[config.mk]
export PLATFORM = sky130hd
export DESIGN_NAME = mem_port_arbiter
export DESIGN_NICKNAME = d
export VERILOG_FILES = /design/src/rtl/mem_arb_pkg.sv /design/src/rtl/mem_port_arbiter_pick2.sv /design/src/rtl/mem_port_arbiter.sv
export SDC_FILE = /design/constraint.sdc
export NUM_CORES = 1
export LEC_CHECK = 0
export ABC_CLOCK_PERIOD_IN_PS = 1520
export CORE_ASPECT_RATIO = 1.5
export CORE_MARGIN = 1.5
export CORE_UTILIZATION = 24
export CTS_CLUSTER_SIZE = 24
export DETAILED_ROUTE_END_ITERATION = 12
export GPL_TIMING_DRIVEN = 0
export PLACE_DENSITY = 0.88
export SLEW_MARGIN = 20
export SYNTH_ARGS = -nofsm -noshare
export SYNTH_HDL_FRONTEND = slang
export SYNTH_SLANG_ARGS = --single-unit
[constraint.sdc]
create_clock -name clk -period 1.52 [get_ports clk]
set_input_delay 0.152 -clock clk [delete_from_list [all_inputs] [get_ports clk]]
set_output_delay 0.152 -clock clk [all_outputs]
set_load 0.01 [all_outputs]
[src/rtl/mem_arb_pkg.sv]
// Shared types and constants for the memory port arbiter.
package mem_arb_pkg;

  typedef enum logic {
    PORT_IF = 1'b0,
    PORT_D  = 1'b1
  } port_e;

  typedef enum logic {
    IDLE = 1'b0,
    WAIT = 1'b1
  } state_e;

  localparam int LAT_MAX = 4;
  localparam int CNT_W   = $clog2(LAT_MAX + 1);

endpackage

[src/rtl/mem_port_arbiter_pick2.sv]
// Combinational two-input picker: fixed data-over-fetch priority, or
// round-robin on a tie when rr_sel is set.
module arb_pick2
  import mem_arb_pkg::*;
(
  input  logic  if_req,
  input  logic  d_req,
  input  logic  rr_sel,
  input  port_e last_gnt,
  output logic  if_pick,
  output logic  d_pick
);

  // NOTE: every output gets a default before any branch so no latch is inferred.
  always_comb begin
    if_pick = 1'b0;
    d_pick  = 1'b0;
    if (if_req && d_req) begin
      if (rr_sel && (last_gnt == PORT_D)) if_pick = 1'b1;
      else                                d_pick  = 1'b1;
    end else begin
      if_pick = if_req;
      d_pick  = d_req;
    end
  end

endmodule

[src/rtl/mem_port_arbiter.sv]
// Fetch / load-store arbiter and read sequencer for a single-port memory.
// Define MEM_ARB_RR_EN for round-robin arbitration on ties.
module mem_port_arbiter
  import mem_arb_pkg::*;
#(
  parameter int AW  = 8,
  parameter int DW  = 19,
  parameter int LAT = 1
) (
  input  logic          clk,
  input  logic          rst,
  input  logic          if_req,
  input  logic [AW-1:0] if_addr,
  output logic          if_gnt,
  output logic          if_rvalid,
  output logic [DW-1:0] if_rdata,
  input  logic          d_req,
  input  logic          d_we,
  input  logic [AW-1:0] d_addr,
  input  logic [DW-1:0] d_wdata,
  output logic          d_gnt,
  output logic          d_rvalid,
  output logic [DW-1:0] d_rdata,
  output logic          mem_en,
  output logic          mem_we,
  output logic [AW-1:0] mem_addr,
  output logic [DW-1:0] mem_wdata,
  input  logic [DW-1:0] mem_rdata,
  output logic          busy
);

  state_e           state_q, state_d;
  logic [CNT_W-1:0] cnt_q, cnt_d;
  port_e            owner_q, owner_d;
  port_e            last_gnt;
  logic             rr_sel;
  logic             final_wait, arb_en, if_pick, d_pick, read_gnt;

  assign final_wait = (state_q == WAIT) && (cnt_q == CNT_W'(1));
  // Grants are suppressed while reset is held so outputs stay quiet.
  assign arb_en     = rst && ((state_q == IDLE) || final_wait);

`ifdef MEM_ARB_RR_EN
  port_e last_q, last_d;

  assign rr_sel   = 1'b1;
  assign last_gnt = last_q;

  always_comb begin
    last_d = last_q;
    if (if_pick)     last_d = PORT_IF;
    else if (d_pick) last_d = PORT_D;
  end

  always_ff @(posedge clk or negedge rst) begin
    if (!rst) last_q <= PORT_IF;
    else      last_q <= last_d;
  end
`else
  assign rr_sel   = 1'b0;
  assign last_gnt = PORT_IF;
`endif

  arb_pick2 u_pick (
    .if_req   (if_req && arb_en),
    .d_req    (d_req && arb_en),
    .rr_sel   (rr_sel),
    .last_gnt (last_gnt),
    .if_pick  (if_pick),
    .d_pick   (d_pick)
  );

  assign if_gnt   = if_pick;
  assign d_gnt    = d_pick;
  assign mem_en   = if_pick || d_pick;
  assign mem_we   = d_pick && d_we;
  assign read_gnt = if_pick || (d_pick && !d_we);

  always_comb begin
    mem_addr  = '0;
    mem_wdata = '0;
    if (d_pick) begin
      mem_addr  = d_addr;
      mem_wdata = d_wdata;
    end else if (if_pick) begin
      mem_addr  = if_addr;
    end
  end

  assign if_rvalid = final_wait && (owner_q == PORT_IF);
  assign d_rvalid  = final_wait && (owner_q == PORT_D);
  assign if_rdata  = if_rvalid ? mem_rdata : '0;
  assign d_rdata   = d_rvalid  ? mem_rdata : '0;
  assign busy      = (state_q == WAIT);

  // A read grant in the final WAIT cycle reloads the counter, giving
  // back-to-back reads every LAT cycles.
  always_comb begin
    state_d = state_q;
    cnt_d   = cnt_q;
    owner_d = owner_q;
    if (read_gnt) begin
      state_d = WAIT;
      cnt_d   = CNT_W'(LAT);
      owner_d = d_pick ? PORT_D : PORT_IF;
    end else if (state_q == WAIT) begin
      if (final_wait) begin
        state_d = IDLE;
        cnt_d   = '0;
      end else begin
        cnt_d   = cnt_q - CNT_W'(1);
      end
    end
  end

  // NOTE: sequential state uses non-blocking assignments only.
  always_ff @(posedge clk or negedge rst) begin
    if (!rst) begin
      state_q <= IDLE;
      cnt_q   <= '0;
      owner_q <= PORT_IF;
    end else begin
      state_q <= state_d;
      cnt_q   <= cnt_d;
      owner_q <= owner_d;
    end
  end

endmodule

======== Yosys cells after proc, flatten, opt, wreduce, memory -nomap -nowiden ========
Index checks and enable logic that the tools add are counted.
word-level totals
  flip-flop bits (word level) ............. 5
  bits of input ports ..................... 59
  output and inout port bits .............. 72
operators by class
  add/subtract/negate cells ............... 1
  equal/unequal tests ..................... 1
  muxes and demuxes ....................... 14
  bitwise operators ....................... 2
  reduce and logical (&&, ||, !) cells .... 14
operator list
  operator                                              count
  2-to-1 mux 19 bit                                     3
  2-to-1 mux 8 bit                                      2
  logical AND 1 bit                                     9
  2-to-1 mux 3 bit                                      3
  2-to-1 mux 1 bit                                      6
  equality test 3 x 1 -> 1 bit (second input constant)  1
  logical OR 1 bit                                      3
  subtractor 3 x 1 -> 3 bit (second input constant)     1
  inverter 1 bit                                        2
  nonzero test 2 bit                                    1
  logical NOT 1 bit                                     1

======== Depth between registers and ports, before layout ========
Gate-level depths: netlist of run 1.
  depth in word-level cells ............... 10
  gate-level depth with buffers ........... 6

======== By module ========
A second synthesis of run 1 with hierarchy kept.
unflattened totals
  cell total of the unflattened synthesis .. 113
  area total of the unflattened synthesis .. 835.8 µm²
by module, submodules not included
  module            times used  cells each  area each (µm²)  sequential area each (µm²)
  mem_port_arbiter  1           109         814.5            125.1
  arb_pick2         1           4           21.3             0.0

======== Least setup slack after synthesis of run 1 ========
OpenSTA, ideal clock, no wires.
  path kind ............................... register -> output
  start point ............................. register cnt_q[1]
  end point ............................... output port mem_wdata[10]
  arrival ................................. 1330 ps
  path slack .............................. 38 ps
  stages on the path, launching flop included .. 7
  path buffers ............................ 1
  cells stage by stage .................... dfrtp_1 -> inv_1 -> ha_1 -> nand2b_4 -> a211oi_4 -> buf_6 -> and2_2
on the way
  word-level cells in the longest chain between the ends .. 8
  elaborated cells on any way between the ends .. 9
  classes of those cells .................. eq/ne (1); mux (2); reduce/logical (6)
RTL lines
  item                                  line                                            text
  start: declaration                    mem_port_arbiter.sv:33                          logic [CNT_W-1:0] cnt_q, cnt_d;
  start signal: assignment              mem_port_arbiter.sv:124                         cnt_q <= cnt_d;
  equality test 3 x 1 -> 1 bit (*)      mem_port_arbiter.sv:39                          assign final_wait = (state_q == WAIT) && (cnt_q == CNT_W'(1));
  logical AND 1 bit (*)                 mem_port_arbiter.sv:39
  logical OR 1 bit (*)                  mem_port_arbiter.sv:41                          assign arb_en = rst && ((state_q == IDLE) || final_wait);
  logical AND 1 bit (*)                 mem_port_arbiter.sv:41
  logical AND 1 bit (on tied branches)  mem_port_arbiter.sv:65, mem_port_arbiter.sv:66
  logical AND 1 bit                     mem_port_arbiter_pick2.sv:18                    if (if_req && d_req) begin
  2-to-1 mux 1 bit (*)                  mem_port_arbiter_pick2.sv:18
  via d_gnt                             mem_port_arbiter.sv:21                          output logic d_gnt,
  2-to-1 mux 19 bit (*)                 mem_port_arbiter.sv:82                          if (d_pick) begin
  end: declaration                      mem_port_arbiter.sv:27                          output logic [DW-1:0] mem_wdata,
Mark *: on every way through the listed nets, which the timed path passes. The rest lies on a longest branch.

======== Worst setup path in the final report of run 1 ========
  start point ............................. register cnt_q[1]
  end point ............................... output port mem_wdata[16]
on the way
  word-level cells in the longest chain between the ends .. 8
  elaborated cells on any way between the ends .. 9
  classes of those cells .................. eq/ne (1); mux (2); reduce/logical (6)
RTL lines
  item                                  line
  equality test 3 x 1 -> 1 bit (*)      mem_port_arbiter.sv:39
  logical AND 1 bit (*)                 mem_port_arbiter.sv:39
  logical OR 1 bit (*)                  mem_port_arbiter.sv:41
  logical AND 1 bit (*)                 mem_port_arbiter.sv:41
  logical AND 1 bit (on tied branches)  mem_port_arbiter.sv:65, mem_port_arbiter.sv:66
  logical AND 1 bit                     mem_port_arbiter_pick2.sv:18
  2-to-1 mux 1 bit (*)                  mem_port_arbiter_pick2.sv:18
  2-to-1 mux 19 bit (*)                 mem_port_arbiter.sv:82
Every way passes the cells marked *; elsewhere a longest branch is shown, timed or not.

==> results of run 1 <==
-- area by class of cell --
class | instances | area share
timing repair buffer | 181 | 0.601
inverter | 6 | 0.00808
tap | 43 | 0.0174
buffer | 7 | 0.0234
multi-input combinational | 104 | 0.295
sequential | 5 | 0.0404
clock buffer | 4 | 0.0146
-- state kept, by name (all words and copies together) (netlist names) --
| signal | count |
|---|---|
| cnt_q | 3 |
| busy | 1 |
| owner_q | 1 |
-- metrics by stage --
stage	hold slack (ns)	power (W)
after floorplan	-0.144	0.00100
after global placement	0.450	0.00176
after detailed placement	0.454	0.00178
after CTS	0.550	0.00281
after global routing	0.632	0.00351
final	0.609	0.00334
-- final timing paths --
kind	startpoint	end	slack, ns
setup / recovery	cnt_q[1]	mem_wdata[16]	-0.46
hold / removal	owner_q	owner_q	0.61
setup reg to reg	cnt_q[1]	cnt_q[0]	-0.03
hold reg to reg	owner_q	owner_q	0.61
max in group asynchronous	rst	busy	0.68
min in group asynchronous	rst	owner_q	0.63
-- layer usage --
layer  routed length, um  up-vias
met2                3570      125
met3                 580       32
met1                1730      797
met5                   0        -
li1                    -      769
met4                 345        0
-- worst max-delay path, cell delays in order, from the launching register on --
cell and delay (ns):
dfrtp_1 0.39, inv_2 0.09, ha_4 0.15, nand2b_4 0.09, a211oi_4 0.29, buf_4 0.18, buf_6 0.09, buf_6 0.09
and2_4 0.13, buf_6 0.09
-- report_power, final --
group | switching, W | leakage, nW | internal [W]
sequential | 0.0000503 | 0.0594 | 0.000190
combinational | 0.00115 | 1.40 | 0.00170
clock | 0.0000713 | 0.0228 | 0.000180
-- repair_timing --
item	4_1_cts	5_1_grt
endpoints found under the hold margin	5	0
pin swaps	54	15
setup buffers	38	7
gates resized for setup	399	82
gates cloned	6	0
hold buffers	1	0
setup endpoints to repair	71	75
-- cells by family after synthesis --
kind of cell / count (synthesis) / synth area share
AOI/OAI and AO/OA: 18 / 0.162
adders and majority gates: 2 / 0.0279
and+or+nand+nor: 83 / 0.566
buffers and inverters: 15 / 0.0936
DFF: 5 / 0.140
muxes: 1 / 0.0112
-- layout by cell type, fill, tap and decap left out, types with 2 or more instances in the layout --
| cell | Yosys | routed |
|---|---|---|
| or3_1 | 2 | 2 |
| dfrtp_1 | 5 | 5 |
| buf_6 | 3 | 100 |
| buf_2 | 2 | 11 |
| clkbuf_8 | 0 | 4 |
| inv_1 | 5 | 4 |
| nor2_2 | 0 | 3 |
| nor3_4 | 0 | 2 |
| nor2_1 | 12 | 3 |
| buf_4 | 0 | 12 |
| a21oi_1 | 2 | 2 |
| nor2_4 | 0 | 6 |
| nand2_1 | 4 | 4 |
| and2_4 | 0 | 54 |
| a22oi_1 | 8 | 8 |
| clkdlybuf4s50_1 | 0 | 58 |
| and2_1 | 48 | 2 |
| and2_2 | 10 | 2 |
==> results.toml, run 1 <==
[outcome]
violations = "negative setup slack"
status = "finished with violations"

[global_route]
antenna_found_initial = 0
gr-usage-all-layers = 0.245
gr-usage-met1 = 0.205
grt_max_degree = 11
grtUsageMet2 = 0.510
grt_pass1_wl_um = 7690
grt-ovfl-total = 0
grt-busiest-layer = "met2"
grt_util_met3 = 0.0596
grt_pass1_vias = 1658

[setup_path]
path_max_fanout = 4
worstRegToRegCells = 7
critPathArrivalTime_ns = 1.82
cp_data_required_time_ns = 1.37
critPathLaunchType = "flip-flop"
end_kind = "output port"
crit_type = "reg2out"

[timing]
finalSetupViolations = 71
grt_setup_unrepaired = "true"
fmax_mhz = 506
fin_skew_ns = 0.00237
finalMaxSlewViolations = 0
setup_ws_ns = -0.456
period_minus_slack_ns = 1.98
hold_violations = 0
post-route-period-util = 1.30
relSlewSlack = 0.728
finalSetupTns_ns = -22.21
worst_slew_pin_slew_ns = 0.404

[min_path]
whs_path_depth = 2
hold_path.class = "reg2reg"

[synthesis]
netlist.area_leader.share = 0.335
avgSynthCellArea_um2 = 7.22
synthesis.nets = 185
synth_edf_count = 0
synth_top_cells_by_count = "48 x and2_1, 12 x nor2_1, 10 x and2_2, 8 x a22oi_1"
synthFlopType = "dfrtp_1"
ys_ff_latch = 5
async_reset_ff_frac = 1.00
synth.area.top_cells = "and2_1 34%, dfrtp_1 14%, and2_2 8.4%, a22oi_1 6.7%, nor2_1 5.0%"
synthesis.area_um2 = 896
yosysTopAreaCell = "and2_1"
synth_cell_types = 30
yosysWarnings = 0
yosysMostFrequentCell = "and2_1"
synth_seq_area_share = 0.140
synthCells = 124

[clock_tree]
cts_buffer_depth = 2
clockRootBuffer = "clkbuf_8"
clk_pin_slew_ns = 0.03
numCtsBuffers = 3
clock_sinks = 5
cts_htree_levels = 1
tritoncts = "built"
insertion_delay_ns = 0.23

[die]
num_io_pins = 131
die_h_um = 77.8
core_region_area_um2 = 3610
dieArea_um2 = 4120
die_w_um = 52.9
rows = 27
initial_core_util = 0.248

[routing]
vias = 1723
drc = 0
firstDrtPassIters = 4
first_iter_violations = 26
avgViaCountPerCell = 4.92
wire_per_inst_um = 17.8
totalWireLength_um = 6220
drtAntennaViolNets = 0

[final_layout]
multiInputGateArea_um2 = 912
drive_gt1_frac = 0.678
nFillCells = 163
fin_nets = 369
final_cells = 350
final_area_um2 = 3100
regArea_um2 = 125
synthToLayoutAreaGrowth_pct = 246
num_antenna_cells = 0
post-route-util = 0.856

[placed_design]
postPlaceCellArea_um2 = 2250
dpl.cell_count = 297
dp_worst_setup_slack_ns = -0.762
post-dp-hpwl_um = 3100
port_buffers = 130
place_congestion = 0.768

[run]
maxCapViolations = 0

[power_and_ir_drop]
ir_drop_mv = 1.05
p_per_area_nw_per_um2 = 1080
p_leak_nw = 1.48
Power figures use the tool's default switching activity.
==> inputs of run 2 (changes only) <==
--- a/config.mk
+++ b/config.mk
@@ -9,10 +9,12 @@
 export CORE_ASPECT_RATIO = 1.5
 export CORE_MARGIN = 1.5
 export CORE_UTILIZATION = 24
+export CTS_CLUSTER_DIAMETER = 200
 export CTS_CLUSTER_SIZE = 24
 export DETAILED_ROUTE_END_ITERATION = 12
 export GPL_TIMING_DRIVEN = 0
 export PLACE_DENSITY = 0.88
+export SKIP_CTS_REPAIR_TIMING = 1
 export SLEW_MARGIN = 20
 export SYNTH_ARGS = -nofsm -noshare
 export SYNTH_HDL_FRONTEND = slang
==> run 2 against run 1 <==
Compared with the run above: wire length decreased by 19%; the run still ends with negative setup slack left; combinational power decreased by 17%; hold slack got worse by 0.11 ns; total power decreased by 14%; clock-buffer cell count unchanged; global-route usage decreased by 6.3 points; die area unchanged; sequential share of layout area increased by 0.45 points; maximum frequency decreased by 0.72%; setup slack got worse by 0.014 ns.
==> results.toml, run 2 (synthesized netlist as in run 1, its figures left out) <==
[outcome]
violations = "negative setup slack"
status = "finished with violations"

[setup_path]
rr_endpoint = "cnt_q[2]"
cpMaxStageDelayCell = "dfrtp_1"
crit_top_cell = "buf_6"
worstSetupStartpoint = "cnt_q[1]"
critPathArrivalTime_ns = 1.84
critPathLaunchType = "flip-flop"
worstRegToRegCells = 6
r2r-start = "cnt_q[1]"
endpoint = "mem_wdata[17]"
path_max_fanout = 6
crit_type = "reg2out"
crit_chain = "inv_2 -> ha_4 -> nand2b_4 -> a211oi_4 -> buf_6 -> buf_6 -> buf_6 -> buf_6 -> and2_4 -> buf_6"
end_kind = "output port"
max_stage_delay_ns = 0.38
path_delay_family = "buffers and inverters"
r2r_slack_ns = 0.03
path_buf_inv = 6
cp_data_required_time_ns = 1.37
path_depth = 10

[timing]
post-route-period-util = 1.31
grt_setup_unrepaired = "true"
relSlewSlack = 0.740
fin_skew_ns = 0.00959
period_minus_slack_ns = 1.99
hold_violations = 0
fmax_mhz = 502
finalSetupViolations = 71
worst_slew_pin_slew_ns = 0.390
setup_ws_ns = -0.471
finalMaxSlewViolations = 0

[clock_tree]
tritoncts = "built"
numCtsBuffers = 3
cts_htree_levels = 1
cts_buffer_depth = 2
clk_pin_slew_ns = 0.04
clock_sinks = 5
clockRootBuffer = "clkbuf_8"
insertion_delay_ns = 0.24

[power_and_ir_drop]
ir_drop_mv = 0.928
pwr-share-comb = 0.823
p_int_w = 0.00174
switching_share = 0.392
clockPowerShare = 0.092
p_leak_nw = 1.37
p_switching_w = 0.00113
p_per_area_nw_per_um2 = 1030
total_power_w = 0.00287
seqPwrFrac = 0.085

[final_layout]
drive_gt1_frac = 0.595
final_common_cell = "buf_6"
fin_nets = 358
largest_reg_flops = 3
mostFrequentLayoutCells = "77 x buf_6, 58 x clkdlybuf4s50_1, 40 x and2_4"
max_flop_register = "cnt_q"
synthToLayoutAreaGrowth_pct = 211
final_cells = 339
num_antenna_cells = 0

[die]
num_io_pins = 131
initial_core_util = 0.248
die_w_um = 52.9
die_h_um = 77.8
core_region_area_um2 = 3610
dieArea_um2 = 4120
rows = 27

[routing]
wire_per_inst_um = 14.9
vias = 1575
firstDrtPassIters = 4
drtAntennaViolNets = 0
avgViaCountPerCell = 4.65
totalWireLength_um = 5050
drc = 0
first_iter_violations = 29

[global_route]
grt_max_degree = 11
grt-ovfl-total = 0
antenna_found_initial = 0
grt_pass1_wl_um = 5860
gr-usage-all-layers = 0.182
grt_pass1_vias = 1309

[min_path]
hold_path.class = "in2async"

[placed_design]
dpl.cell_count = 297
port_buffers = 130
place_congestion = 0.768
post-dp-hpwl_um = 3100
dp_worst_setup_slack_ns = -0.762

[run]
maxCapViolations = 0
==> run 2: worst min path at each step <==
stage	from	endpoint	slack (ns)
2_1_floorplan	rst	busy	-0.14
3_3_place_gp	rst	owner_q	0.45
3_5_place_dp	rst	owner_q	0.45
4_1_cts	rst	owner_q	0.22
5_1_grt	rst	cnt_q[0]	0.53
6_report	rst	cnt_q[0]	0.49
==> run 2: per-stage QoR <==
stage                     hold WS (ns)   util  setup TNS [ns]  area [um^2]
final                            0.494  0.771          -22.09         2790
after global routing             0.533  0.771          -26.12         2790
after CTS                        0.217  0.635          -50.02         2300
after detailed placement         0.454  0.623          -38.31         2250
after global placement           0.450  0.623          -36.07         2250
after floorplan                 -0.144      -               0          896
==> run 2: area by class of cell <==
class / instances / area, um^2
inverters: 6 / 22.5
fillers: 242 / 827
well taps: 43 / 53.8
repair buffers: 168 / 1610
plain buffers: 9 / 88.8
multi-input cells: 104 / 838
flip-flops and latches: 5 / 125
clock buffers: 4 / 45.0
==> run 2: routing by layer <==
layer	track usage	wire length, um	vias to the layer above
li1	-	-	750
met1	0.168	1570	717
met2	0.353	2950	99
met3	0.0500	454	9
met4	0.0692	82	0
met5	0	0	-
==> run 2: worst reg2reg max path, delay by kind of cell, from the launching register on <==
kind,cells,cell delay (ns)
compound gates,1,0.36
fa+ha+maj,1,0.15
buf+inv,2,0.25
flops,1,0.38
simple gates,2,0.21
==> run 2: power by group through the flow <==
| stage | logic, W | clock network (W) | registers (W) |
|---|---|---|---|
| after detailed placement | 0.00155 | 0 | 0.000227 |
| after global routing | 0.00252 | 0.000271 | 0.000252 |
| after global placement | 0.00153 | 0 | 0.000226 |
| final | 0.00236 | 0.000264 | 0.000245 |
| after floorplan | 0.000777 | 0 | 0.000228 |
| after CTS | 0.00156 | 0.000251 | 0.000226 |
